File: src/rtl/weight_tile_replay_buffer_if.sv
// Stream bundle for weight_tile_replay_buffer.
// Capture side: data_in / data_in_valid / data_in_ready.
// Replay side: data_out / data_out_valid / data_out_ready / data_out_last, plus done.
// Handshake: a beat moves on a rising clk edge where valid && ready. Once valid is
// raised it stays high, with data and last held stable, until that edge.
interface weight_tile_replay_buffer_if #(
  parameter int DATA_WIDTH  = 16,
  parameter int PARALLELISM = 1
);
  logic [DATA_WIDTH-1:0] data_in  [PARALLELISM];
  logic                  data_in_valid;
  logic                  data_in_ready;
  logic [DATA_WIDTH-1:0] data_out [PARALLELISM];
  logic                  data_out_valid;
  logic                  data_out_ready;
  logic                  data_out_last;
  logic                  done;

  // The buffer itself
  modport slave (
    input  data_in, data_in_valid, data_out_ready,
    output data_in_ready, data_out, data_out_valid, data_out_last, done
  );

  // Source and consumer side
  modport master (
    output data_in, data_in_valid, data_out_ready,
    input  data_in_ready, data_out, data_out_valid, data_out_last, done
  );
endinterface

File: src/rtl/weight_tile_replay_buffer.sv
// Weight tile replay buffer: captures one pass of DEPTH beats from a weight source,
// then replays that pass REPEAT times downstream so the source is read once per layer.
// Replay path: mem read register (1 cycle) -> output register + 1 skid register.
// Reads are issued only when the output pair is guaranteed room, which gives
// one beat per cycle under continuous data_out_ready, including across passes.
module weight_tile_replay_buffer #(
  parameter int DATA_WIDTH  = 16,
  parameter int PARALLELISM = 1,
  parameter int DEPTH       = 32,
  parameter int REPEAT      = 4
) (
  input  logic                         clk,
  input  logic                         rst,
  weight_tile_replay_buffer_if.slave   bus,
  output logic                         dbg_state
);

  localparam int PTR_W = $clog2(DEPTH) + 1;
  localparam int REP_W = $clog2(REPEAT) + 1;
  localparam int AW    = $clog2(DEPTH);
  localparam logic [PTR_W-1:0] LAST_PTR = PTR_W'(DEPTH - 1);
  localparam logic [REP_W-1:0] LAST_REP = REP_W'(REPEAT - 1);
  localparam logic [REP_W-1:0] REP_END  = REP_W'(REPEAT);

  typedef enum logic [0:0] {FILL = 1'b0, REPLAY = 1'b1} state_e;

  // Control state
  state_e             state_q, state_d;
  logic [PTR_W-1:0]   wr_ptr_q, wr_ptr_d;
  logic [PTR_W-1:0]   rd_ptr_q, rd_ptr_d;
  logic [REP_W-1:0]   rep_cnt_q, rep_cnt_d;
  logic               in_ready_q, in_ready_d;
  logic               done_q, done_d;

  // Read stage (memory output register)
  logic               rd_valid_q, rd_valid_d;
  logic               rd_last_q, rd_last_d;
  logic               rd_final_q, rd_final_d;
  logic [DATA_WIDTH-1:0] rd_data_q [PARALLELISM];
  logic [DATA_WIDTH-1:0] rd_data_d [PARALLELISM];

  // Output register (head) and skid register (second entry)
  logic               out_valid_q, out_valid_d;
  logic               out_last_q, out_last_d;
  logic               out_final_q, out_final_d;
  logic [DATA_WIDTH-1:0] out_data_q [PARALLELISM];
  logic [DATA_WIDTH-1:0] out_data_d [PARALLELISM];
  logic               skid_valid_q, skid_valid_d;
  logic               skid_last_q, skid_last_d;
  logic               skid_final_q, skid_final_d;
  logic [DATA_WIDTH-1:0] skid_data_q [PARALLELISM];
  logic [DATA_WIDTH-1:0] skid_data_d [PARALLELISM];

  // Weight storage, not cleared by reset
  logic [DATA_WIDTH-1:0] mem_q [DEPTH][PARALLELISM];

  logic               in_hs;
  logic               out_hs;
  logic               wr_en;
  logic [1:0]         occ;
  logic               room;

  assign in_hs  = in_ready_q  & bus.data_in_valid;
  assign out_hs = out_valid_q & bus.data_out_ready;

  // Next-state logic: capture, read issue, output/skid movement and end of replay
  always_comb begin
    state_d      = state_q;
    wr_ptr_d     = wr_ptr_q;
    rd_ptr_d     = rd_ptr_q;
    rep_cnt_d    = rep_cnt_q;
    in_ready_d   = in_ready_q;
    done_d       = 1'b0;
    wr_en        = 1'b0;
    rd_valid_d   = 1'b0;
    rd_last_d    = rd_last_q;
    rd_final_d   = rd_final_q;
    rd_data_d    = rd_data_q;
    out_valid_d  = out_valid_q;
    out_last_d   = out_last_q;
    out_final_d  = out_final_q;
    out_data_d   = out_data_q;
    skid_valid_d = skid_valid_q;
    skid_last_d  = skid_last_q;
    skid_final_d = skid_final_q;
    skid_data_d  = skid_data_q;

    // Beats held or in flight; a new read may issue if, after this cycle's pop,
    // at most one beat remains committed, so the issued beat always finds a slot.
    occ  = {1'b0, out_valid_q} + {1'b0, skid_valid_q} + {1'b0, rd_valid_q};
    room = (occ - {1'b0, out_hs}) < 2'd2;

    case (state_q)
      FILL: begin
        if (in_hs) begin
          wr_en = 1'b1;
          if (wr_ptr_q == LAST_PTR) begin
            wr_ptr_d   = '0;
            state_d    = REPLAY;
            in_ready_d = 1'b0;
          end else begin
            wr_ptr_d = wr_ptr_q + PTR_W'(1);
          end
        end
      end
      REPLAY: begin
        // rep_cnt reaching REPEAT means every beat of every pass has been read
        if (room && (rep_cnt_q != REP_END)) begin
          rd_valid_d = 1'b1;
          rd_data_d  = mem_q[rd_ptr_q[AW-1:0]];
          rd_last_d  = (rd_ptr_q == LAST_PTR);
          rd_final_d = (rd_ptr_q == LAST_PTR) && (rep_cnt_q == LAST_REP);
          if (rd_ptr_q == LAST_PTR) begin
            rd_ptr_d  = '0;
            rep_cnt_d = rep_cnt_q + REP_W'(1);
          end else begin
            rd_ptr_d = rd_ptr_q + PTR_W'(1);
          end
        end
      end
      default: state_d = FILL;
    endcase

    // Head advances only when empty or popped, so a stalled beat never changes
    if (!out_valid_q || out_hs) begin
      if (skid_valid_q) begin
        out_valid_d  = 1'b1;
        out_last_d   = skid_last_q;
        out_final_d  = skid_final_q;
        out_data_d   = skid_data_q;
        skid_valid_d = rd_valid_q;
        skid_last_d  = rd_last_q;
        skid_final_d = rd_final_q;
        skid_data_d  = rd_data_q;
      end else begin
        out_valid_d  = rd_valid_q;
        out_last_d   = rd_valid_q ? rd_last_q : 1'b0;
        out_final_d  = rd_valid_q ? rd_final_q : 1'b0;
        if (rd_valid_q) out_data_d = rd_data_q;
        skid_valid_d = 1'b0;
      end
    end else if (rd_valid_q) begin
      skid_valid_d = 1'b1;
      skid_last_d  = rd_last_q;
      skid_final_d = rd_final_q;
      skid_data_d  = rd_data_q;
    end

    // Final beat of the final pass consumed: back to capture
    if ((state_q == REPLAY) && out_hs && out_final_q) begin
      state_d      = FILL;
      in_ready_d   = 1'b1;
      done_d       = 1'b1;
      rd_ptr_d     = '0;
      rep_cnt_d    = '0;
      rd_valid_d   = 1'b0;
      out_valid_d  = 1'b0;
      out_last_d   = 1'b0;
      skid_valid_d = 1'b0;
    end
  end

  // Control and valid flops with synchronous reset
  always_ff @(posedge clk) begin
    if (rst) begin
      state_q      <= FILL;
      wr_ptr_q     <= '0;
      rd_ptr_q     <= '0;
      rep_cnt_q    <= '0;
      in_ready_q   <= 1'b1;
      done_q       <= 1'b0;
      rd_valid_q   <= 1'b0;
      rd_last_q    <= 1'b0;
      rd_final_q   <= 1'b0;
      out_valid_q  <= 1'b0;
      out_last_q   <= 1'b0;
      out_final_q  <= 1'b0;
      skid_valid_q <= 1'b0;
      skid_last_q  <= 1'b0;
      skid_final_q <= 1'b0;
    end else begin
      state_q      <= state_d;
      wr_ptr_q     <= wr_ptr_d;
      rd_ptr_q     <= rd_ptr_d;
      rep_cnt_q    <= rep_cnt_d;
      in_ready_q   <= in_ready_d;
      done_q       <= done_d;
      rd_valid_q   <= rd_valid_d;
      rd_last_q    <= rd_last_d;
      rd_final_q   <= rd_final_d;
      out_valid_q  <= out_valid_d;
      out_last_q   <= out_last_d;
      out_final_q  <= out_final_d;
      skid_valid_q <= skid_valid_d;
      skid_last_q  <= skid_last_d;
      skid_final_q <= skid_final_d;
    end
  end

  // Data-path registers; contents qualified by the valid flops above
  always_ff @(posedge clk) begin
    rd_data_q   <= rd_data_d;
    out_data_q  <= out_data_d;
    skid_data_q <= skid_data_d;
  end

  // Capture write into storage
  always_ff @(posedge clk) begin
    if (wr_en && !rst) mem_q[wr_ptr_q[AW-1:0]] <= bus.data_in;
  end

  assign bus.data_in_ready  = in_ready_q;
  assign bus.data_out       = out_data_q;
  assign bus.data_out_valid = out_valid_q;
  assign bus.data_out_last  = out_last_q;
  assign bus.done           = done_q;
  assign dbg_state          = state_q;

endmodule
File: src/flat_wrapper.sv
// flat-port wrapper written by rule: the top's interface ports become plain ports
module weight_tile_replay_buffer_flat 
#(
  parameter int DATA_WIDTH  = 16,
  parameter int PARALLELISM = 1,
  parameter int DEPTH       = 32,
  parameter int REPEAT      = 4
)
  (clk, rst, dbg_state, bus_data_in, bus_data_in_valid, bus_data_out_ready, bus_data_in_ready, bus_data_out, bus_data_out_valid, bus_data_out_last, bus_done);
  weight_tile_replay_buffer_if #(.DATA_WIDTH(DATA_WIDTH), .PARALLELISM(PARALLELISM)) bus_i ();
  input  logic clk;
  input  logic rst;
  output logic dbg_state;
  input wire logic [$bits(bus_i.data_in)-1:0] bus_data_in;
  input wire logic [$bits(bus_i.data_in_valid)-1:0] bus_data_in_valid;
  input wire logic [$bits(bus_i.data_out_ready)-1:0] bus_data_out_ready;
  output wire logic [$bits(bus_i.data_in_ready)-1:0] bus_data_in_ready;
  output wire logic [$bits(bus_i.data_out)-1:0] bus_data_out;
  output wire logic [$bits(bus_i.data_out_valid)-1:0] bus_data_out_valid;
  output wire logic [$bits(bus_i.data_out_last)-1:0] bus_data_out_last;
  output wire logic [$bits(bus_i.done)-1:0] bus_done;
  assign bus_i.data_in = {>>{bus_data_in}};
  assign bus_i.data_in_valid = bus_data_in_valid;
  assign bus_i.data_out_ready = bus_data_out_ready;
  assign bus_data_in_ready = bus_i.data_in_ready;
  assign bus_data_out = {>>{bus_i.data_out}};
  assign bus_data_out_valid = bus_i.data_out_valid;
  assign bus_data_out_last = bus_i.data_out_last;
  assign bus_done = bus_i.done;
  weight_tile_replay_buffer #(.DATA_WIDTH(DATA_WIDTH), .PARALLELISM(PARALLELISM), .DEPTH(DEPTH), .REPEAT(REPEAT)) u_core (.clk(clk), .rst(rst), .bus(bus_i), .dbg_state(dbg_state));
endmodule
File: config.mk
export PLATFORM = sky130hd
export DESIGN_NAME = weight_tile_replay_buffer_flat
export DESIGN_NICKNAME = d
export VERILOG_FILES = /design/src/rtl/weight_tile_replay_buffer_if.sv /design/src/rtl/weight_tile_replay_buffer.sv /design/src/flat_wrapper.sv
export SDC_FILE = /design/constraint.sdc
export NUM_CORES = 1
export LEC_CHECK = 0
export BUFFER_PORTS_ARGS = -buffer_cell sky130_fd_sc_hd__buf_2
export CAP_MARGIN = 20
export CORE_MARGIN = 2
export CORE_UTILIZATION = 62
export CTS_BUF_LIST = sky130_fd_sc_hd__clkbuf_8 sky130_fd_sc_hd__clkbuf_16
export CTS_CLUSTER_DIAMETER = 50
export CTS_CLUSTER_SIZE = 24
export DETAILED_ROUTE_END_ITERATION = 12
export HOLD_SLACK_MARGIN = 0.15
export PLACE_DENSITY = 0.79
export SYNTH_ARGS = -nofsm -noshare
export SYNTH_HDL_FRONTEND = slang
export SYNTH_SLANG_ARGS = --single-unit
File: constraint.sdc
create_clock -name clk -period 3.2 [get_ports clk]
set_input_delay 0.16 -clock clk [delete_from_list [all_inputs] [get_ports clk]]
set_output_delay 0.16 -clock clk [all_outputs]
set_load 0.02 [all_outputs]
### Word-level counts from Yosys, hierarchy flattened

Memories as Yosys holds them, arrays and structs flattened. A register that Yosys moved wholly into a read port is not among the register bits.
Cells that the tools add are included.

* register bits: 59
* word-level logic and storage cells: 80
* RAM bits: 512
* input port bits: 20
* output and inout port bits: 21
* memories kept: 1

* $add $sub $neg: 6
* bitwise gates (word level): 3
* multiplexer cells: 29
* equal/unequal tests: 5
* $lt $le $gt $ge: 1
* reduce and logical (&&, ||, !) cells: 18

Memory list
* u_core.mem_q: depth 32, width 16, rd ports 1, clocked after memory_dff 1, wr ports 1, line weight_tile_replay_buffer.sv:55 `logic [DATA_WIDTH-1:0] mem_q [DEPTH][PARALLELISM];`

Operator list (count)
* $mux 16: 4
* $mux 1: 23
* $add 6x1->6 const B: 2
* $eq 6x5->1 const B: 2
* $mux 6: 2
* $reduce_and 2->1: 4
* $reduce_and 3->1: 2
* $logic_and 1x1->1: 5
* $reduce_bool 2->1: 2
* $add 3x1->3 const B: 1
* $eq 3x2->1 const B: 1
* $ne 3x3->1 const B: 1
* $reduce_or 3->1: 1
* $add 1x1->2: 1
* $add 2x1->2: 1
* $and 1x1->1: 2
* $logic_not 1->1: 2
* $lt 2x2->1 const B: 1
* $ne 2x1->1 const B: 1
* $reduce_or 2->1: 1
* $sub 2x1->2: 1
* $logic_or 1x1->1: 1
* $not 1->1: 1

### Depth between registers and ports, before layout

Gate-level depths: netlist of the first run.

* depth after elaboration: 6
* mapped depth: 10
* gate-level depth less buffers: 10

### Worst setup path before layout of the first run

OpenSTA, ideal clock, no wires.

* path kind: reg-to-reg
* start point: reg u_core.out_valid_q, in the netlist u_core.bus.data_out_valid
* end point: reg u_core.rd_data_q[0] (netlist bit), read port of u_core.mem_q, enable pin
* data required time: 2.827 ns
* setup time: 0.373 ns
* period minus slack after synthesis: 2.436 ns
* arrival time: 2.063 ns
* cell stages (with the launch flop): 9
* path buffers: 0
* slack: 0.764 ns
* path through: dfxtp_1 -> and2_1 -> ha_1 -> inv_1 -> ha_1 -> a21oi_4 -> xnor2_2 -> nand2b_1 -> inv_1

* word-level cells in the longest chain between the ends: 6
* elaborated cells on any way between the ends: 7
* those cells by class: 3 x add/sub; 1 x order compare; 1 x bitwise; 2 x reduce/logical

Ends and longest elaborated chain
* start: declaration: line weight_tile_replay_buffer.sv:43 `logic out_valid_q, out_valid_d;`
* start signal: assignment: line weight_tile_replay_buffer.sv:191 `out_valid_q <= out_valid_d;`
* $add 1x1->2: line weight_tile_replay_buffer.sv:90 `occ = {1'b0, out_valid_q} + {1'b0, skid_valid_q} + {1'b0, rd_valid_q};`
* $add 2x1->2: line weight_tile_replay_buffer.sv:90
* $sub 2x1->2 *: line weight_tile_replay_buffer.sv:91 `room = (occ - {1'b0, out_hs}) < 2'd2;`
* $lt 2x2->1 *: line weight_tile_replay_buffer.sv:91
* $logic_and 1x1->1 *: line weight_tile_replay_buffer.sv:108 `if (room && (rep_cnt_q != REP_END)) begin`
* $reduce_and 2->1 (no source line) *
* end: declaration: line weight_tile_replay_buffer.sv:39 `logic [DATA_WIDTH-1:0] rd_data_q [PARALLELISM];`

Mark *: on every way between the ends. The rest lies on a longest branch, timed or not.
A chain may end at the register's enable or synchronous reset.

==> reports/results.txt, run 1 <==
Post-synthesis cell area: 0.0229 mm^2
Outcome: complete, no violations
Post-DP HPWL: 28,200 um
Yosys cell types: 41
Worst EP arrival: 2.75 ns
Clk root buf: clkbuf_16
Vias in the first global route: 12,076
Cell Pwr Density: 554 mW/mm^2
Synth top area share: 73.4%
Largest net degree at the start of global routing: 65
Vias per cell: 6.36
Core footprint: 0.0365 mm^2
Final Cycle Share: 77.2%
Syn nets: 1,390
CTS Buf Count: 40
Most frequent cells after synthesis: 560 x edfxtp_1, 262 x mux2i_1, 73 x nand2_1, 60 x nor2_1, 56 x a21oi_1
FP Rows: 70
Sum Neg Setup Slack: 0 ns
Placed cells: 1,852
Final core occ: 69.5%
Final Hold Fails: 0
Clk_skew: 0.0207 ns
Yosys warns: 0
Chip Height: 196 um
Buffers on Ports: 40
Worst-Skew Late Latency: 0.56 ns
Crit Path Max Fanout: 41
Die ar.: 0.0385 mm^2
GPL Wtd Cong: 0.822
Slew Limit Fails: 0
Antenna Nets Post-Route: 0
Total number of vias: 12,323
Slew HR: 42.7%
Initial Utilization: 62.7%
Area leader, netlist: edfxtp_1
Syn avg cell area: 16.9 um^2
Period minus WS final: 2.47 ns
Post-Layout Cell Count: 1,938
Share of layout cells above drive strength 1: 12.9%
VDD IR-drop max: 435 uV
WL per Instance: 25.2 um
H-tree levels: 2
Grt ovf: 0
CTS tree: yes
Hold Path Class: primary input to flip-flop
GRT Overall Usage: 25.6%
FMAX: 405 MHz
Pre-antenna DRT Iters: 5
Global-route wire length before repair: 73,300 um
Top_reg_cell synth: edfxtp_1
Max Cap Viol: 0
Chip width: 196 um
1st-iter DRT viols: 1,319
Max clock buf depth: 3
Initial antenna violation count: 0
# clock sinks: 587
Ys async rst share: 0%
#FFs+latches synth: 587
Number of diodes: 0
Final net count: 1,472
Post-route DRC violation count: 0
Final wirelength: 48,900 um
Area delta synth->final: 10.8%
# hold bufs at CTS: 16
Post-synth EDFFs: 560
CP Data Required Time: 3.48 ns
Post-Syn Instances: 1,360
Leak: 7.81 nW
Slowest-stage cell, CP: dfxtp_1
Top-count cell post-synth: edfxtp_1
Unrepaired setup endpoints after global routing: no
Final setup fails: 0
Worst path max stage delay: 0.57 ns
CP Cell Sequence: nor2b_4 -> buf_4 -> a22o_1 -> nor3_1 -> a31oi_1 -> nand3_1
Critical path class: flip-flop to flip-flop
Post-CTS sizing: 0
Clock-pin transition on the worst setup and hold timing paths: 0.08 ns
Post-CTS setup repair buffer count: 0
Io pins: 41
Crit path capture type: flip-flop
Sequential cell area fraction in the yosys report: 75.7%
WHS Path Cells: 1
Synth area leaders: edfxtp_1 73%, mux2i_1 11%, dfxtp_1 2.4%
R2R depth: 6
Crit path launch type: flip-flop
Worst slew pin tran: 0.860 ns
[report_power, final]
| group | total [mW] | internal, mW | switching (mW) |
|---|---|---|---|
| Clock | 5.44 | 2.72 | 2.72 |
| Sequential | 8.41 | 8.41 | 0.00761 |
| Combinational | 0.214 | 0.0483 | 0.166 |
| Total | 14.1 | 11.2 | 2.89 |
[per-layer routing]
metal	up-vias	share of wire (%)	GRT usage, %
met3	111	7.9	4.19
met2	560	48	41.9
li1	5440	-	-
met5	-	0	0
met1	6212	40	35.7
met4	0	3.4	8.75
[logic make-up (layout without fill, tap and decap cells)]
kind of cell               Yosys count  in the layout  synth area share, %
and+or+nand+nor                    229            229                 4.45
xor gates and xnor gates             8              8                0.339
DFF                                587            587                 75.7
buffers and inverters               82            192                 1.76
adders and majority gates           10             10                0.546
AOI/OAI and AO/OA                  166            166                 4.94
muxes                              278            278                 12.2
[critical path, delay by kind of cell, from the launching register on]
kind / cells / cell delay (ns)
buf+inv: 1 / 0.48
flops: 1 / 0.57
simple gates: 3 / 0.41
compound gates: 2 / 0.69
[layout by cell type, fill, tap and decap left out, types with 6 or more instances in the layout]
cell           Yosys  routed
a21oi_1           56      56
a31oi_1           17      17
nor3_1            23      23
nand2_1           73      73
dlygate4sd3_1      0      16
a22o_1            32      32
clkbuf_16          0      41
clkinv_8           0       6
mux2_2            16      16
nand3_1           54      54
ha_1              10      10
mux2i_1          262     262
inv_1              9      11
nor2_1            60      60
buf_4             14      52
a22oi_1           49      49
buf_2             29      40
edfxtp_1         560     560
dfxtp_1           27      26
[per-stage QoR]
stage / total power [mW] / hold WS, ns / setup WS (ns) / instance area (um^2)
floorplan: 8.64 / 0.229 / 0.764 / 22900
global placement: 8.77 / 0.431 / 0.812 / 23800
detailed placement: 8.79 / 0.446 / 0.803 / 23800
CTS: 14.1 / 0.154 / 0.787 / 25400
global route: 14.4 / 0.161 / 0.587 / 25400
finish: 14.1 / 0.164 / 0.731 / 25400
[path summary, 6_finish.rpt]
check                                           from  slack, ns                     end
worst max-delay path              u_core.rd_ptr_q[2]       0.73    u_core.rd_data_q[13]
worst min register to register  u_core.rd_data_q[12]       0.47  u_core.skid_data_q[12]
worst max register to register    u_core.rd_ptr_q[2]       0.73    u_core.rd_data_q[13]
worst min-delay path                  bus_data_in[8]       0.16      u_core.mem_q[6][8]
[sequential cells by signal (all words and copies together), names as in the netlist, 3 cells and up]
name	count
u_core.bus.data_out	16
u_core.skid_data_q	16
u_core.wr_ptr_q	6
u_core.rd_ptr_q	6
u_core.rep_cnt_q	3
u_core.mem_q	512
u_core.rd_data_q	16
[layout make-up]
class | instances | area [um^2]
clock buffers | 41 | 1030
clock inverters | 29 | 365
fillers | 2233 | 11100
inverters | 9 | 33.8
multi-input cells | 691 | 5180
flip-flops and latches | 587 | 17400
well taps | 468 | 586
repair buffers | 113 | 851
Power figures use the tool's default switching activity.
==> run 2: changes to the inputs <==
--- a/config.mk
+++ b/config.mk
@@ -5,6 +5,7 @@
 export SDC_FILE = /design/constraint.sdc
 export NUM_CORES = 1
 export LEC_CHECK = 0
+export ABC_AREA = 1
 export BUFFER_PORTS_ARGS = -buffer_cell sky130_fd_sc_hd__buf_2
 export CAP_MARGIN = 20
 export CORE_MARGIN = 2
==> constraint.sdc (replaced) <==
create_clock -name clk -period 2.6 [get_ports clk]
set_input_delay 0.13 -clock clk [delete_from_list [all_inputs] [get_ports clk]]
set_output_delay 0.13 -clock clk [all_outputs]
set_load 0.02 [all_outputs]
==> run 2 against run 1 <==
Against the previous run: power increased by 24%; critical path type unchanged; register-to-register slack got worse by 0.50 ns; die area increased by 3.9%; highest routed layer unchanged; first-iteration DRC count increased by 41%; largest cell class unchanged.
==> reports/results.txt, run 2 <==
Io pins: 41 (unchanged)
Chip width: 200 um (+2.0%)
CTS tree: yes
Fraction of synthesized cell area in xor and xnor cells: 0.0735% (-0.27 points)
GPL Wtd Cong: 0.886 (+7.7%)
Clock-pin transition on the worst setup and hold timing paths: 0.08 ns (about the same)
Clk_skew: 0.0252 ns (+0.00446 ns)
Top routing layer in use: met4
Post-CTS sizing: 0 (unchanged)
CP Data Required Time: 3.09 ns (-0.39 ns)
Met2 Wirelength: 27,200 um (+15%)
Slew Limit Fails: 0 (unchanged)
Post-route DRC violation count: 0 (unchanged)
# clock sinks: 587 (unchanged)
Outcome: complete, no violations
Fill cells: 2,558 (+15%)
Leak: 9.61 nW (+23%)
Vias in the first global route: 15,012 (+24%)
Unrepaired setup endpoints after global routing: no
Final wirelength: 55,300 um (+13%)
Post-synth EDFFs: 560 (unchanged)
Crit path launch type: flip-flop
FP Rows: 71 (+1.4%)
Die ar.: 0.0400 mm^2 (+3.9%)
Critical path class: flip-flop to flip-flop
Yosys warns: 0 (unchanged)
Syn avg cell area: 11.6 um^2 (-31%)
Final net count: 2,138 (+45%)
Top-count cell post-synth: nand2_1
Compound-Gate Fraction of Synth Area: 0.651% (-4.3 points)
Synth top area share: 70.5% (-2.8 points)
Area delta synth->final: 9.64%
FMAX: 423 MHz (+4.4%)
Total number of vias: 15,742 (+28%)
Synth area leaders: edfxtp_1 71%, nand2_1 13%, nand3_1 8.3%
Worst EP arrival: 2.85 ns (+0.10 ns)
Initial Utilization: 63.1% (+0.39 points)
Post-Syn Instances: 2,057 (+51%)
Adder-cell share of the synthesized area: 0.525% (-0.021 points)
Largest family of logic cells by synthesized area: simple AND/OR/NAND/NOR gates
Critical Path Source: u_core.rd_valid_q
Most common cell after layout, fill and taps aside: nand2_1
R2R depth: 13 (+7)
Final Hold Fails: 0 (unchanged)
Post-Synth Simple-Gate Area: 22.4% (+18 points)
Yosys cell types: 28 (-32%)
Post-synthesis cell area: 0.0238 mm^2 (+4.0%)
Number of diodes: 0 (unchanged)
H-tree levels: 2 (unchanged)
Post-CTS setup repair buffer count: 0 (unchanged)
Cell Pwr Density: 665 mW/mm^2 (+20%)
Min Hold Slack: 0.188 ns (+0.0243 ns)
Final Cycle Share: 91.0% (+14 points)
Final setup fails: 0 (unchanged)
Max reg flops: 512 (unchanged)
Crit Path Max Fanout: 20 (-51%)
# hold bufs at CTS: 17 (+1)
Most frequent cells in the layout: 816 x nand2_1, 560 x edfxtp_1, 393 x nand3_1
Initial antenna violation count: 1 (+1)
Period minus WS final: 2.37 ns (-0.104 ns)
#FFs+latches synth: 587 (unchanged)
Share of layout cells above drive strength 1: 8.74% (-4.1 points)
Syn nets: 2,087 (+50%)
Reg-to-reg slack, setup: 0.23 ns (-0.50 ns)
Worst slew pin tran: 0.754 ns (-0.106 ns)
CTS Buf Count: 43 (+7.5%)
Area leader, netlist: edfxtp_1
GRT Overall Usage: 28.4% (+2.7 points)
WL per Instance: 20.9 um (-17%)
Post-DP HPWL: 31,300 um (+11%)
Chip Height: 200 um (+2.0%)
Metal-1 WL: 21,000 um (+6.4%)
Met3 Wirelength: 5120 um (+33%)
Tot Pwr: 17.4 mW (+24%)
VDD IR-drop max: 754 uV (+73%)
Worst hold start: bus_data_in[13]
Buffers on Ports: 40 (unchanged)
Core footprint: 0.0378 mm^2 (+3.4%)
Mux cell area share after synthesis: 0% (-12 points)
Hold Path Class: primary input to flip-flop
Clk root buf: clkbuf_16
Vias per cell: 5.94 (-6.6%)
Antenna Nets Post-Route: 0 (unchanged)
R2r startpoint: u_core.rd_valid_q
1st-iter DRT viols: 1,861 (+41%)
Sum Neg Setup Slack: 0 ns (unchanged)
Max Cap Viol: 0 (unchanged)
Largest net degree at the start of global routing: 133 (+100%)
Most frequent cells after synthesis: 816 x nand2_1, 560 x edfxtp_1, 393 x nand3_1, 61 x nor2_1, 51 x buf_2
Global-route wire length before repair: 83,900 um (+15%)
Max clock buf depth: 3 (unchanged)
RR Endpoint: u_core.rd_ptr_q[4]
Worst setup path end: u_core.rd_ptr_q[4]
Top_reg_cell synth: edfxtp_1
Grt ovf: 0 (unchanged)
Worst-Skew Late Latency: 0.59 ns (+0.03 ns)
Pre-antenna DRT Iters: 9 (+4)
Ys async rst share: 0% (unchanged)
Slew HR: 49.7% (+7.0 points)
Crit path capture type: flip-flop
Sequential cell area fraction in the yosys report: 72.8% (-2.9 points)
## run 2: worst max-delay path, stage by stage, from the launching register on
cell     delay, ns
dfxtp_1       0.40
inv_1         0.09
ha_1          0.28
inv_1         0.04
ha_1          0.26
nand2_1       0.06
inv_1         0.05
nor2_1        0.09
nand2_1       0.07
nand2_1       0.20
nand2_2       0.17
inv_2         0.34
nand2_1       0.10
a21oi_1       0.16
## run 2: layout make-up
cell class	instances	area [um^2]	area share, %
Sequential cell	587	17400	66.4
Multi-Input combinational cell	1322	5630	21.6
Inverter	34	135	0.517
Tap cell	511	639	2.45
Clock inverter	30	285	1.09
Timing Repair Buffer	120	938	3.59
Clock buffer	46	1140	4.36
## run 2: kinds of logic (layout without fill, tap and decap cells)
family | after synthesis | in the layout
and+or+nand+nor | 1281 | 1281
DFF | 587 | 587
buffers and inverters | 148 | 230
AOI/OAI and AO/OA | 29 | 29
adders and majority gates | 10 | 10
xor gates and xnor gates | 2 | 2
## run 2: routing by layer
metal  vias up  GRT usage, %
li1       7207             -
met1      7571          38.1
met2       819          46.7
met3       145          4.52
met4         0          12.0
met5         -             0
## run 2: power breakdown
| part | internal [mW] | switching (mW) | leakage, nW | total, mW |
|---|---|---|---|---|
| Clock | 3.34 | 3.39 | 0.703 | 6.72 |
| Combinational | 0.0575 | 0.234 | 3.65 | 0.292 |
| Sequential | 10.4 | 0.00964 | 5.26 | 10.4 |
| Total | 13.7 | 3.63 | 9.61 | 17.4 |
## run 2: metrics by stage
step           cell area (um^2)  worst slack (ns)  cells  utilization (%)
5_1_grt                   26100            0.0234   2650             69.2
2_1_floorplan             23800             0.438   2057                -
4_1_cts                   26100             0.263   2648             69.1
3_5_place_dp              24500             0.298   2555             64.9
3_3_place_gp              24500             0.344   2555             64.9
6_report                  26100             0.235   2650             69.2
## run 2: worst min-delay path by stage
stage | depth (start not counted) | to | slack [ns]
3_3_place_gp | 2 | u_core.rd_last_q | 0.43
5_1_grt | 1 | u_core.mem_q[4][13] | 0.17
3_5_place_dp | 2 | u_core.rd_last_q | 0.43
2_1_floorplan | 0 | u_core.mem_q[0][0] | 0.23
6_report | 1 | u_core.mem_q[25][13] | 0.19
4_1_cts | 1 | u_core.mem_q[31][13] | 0.15
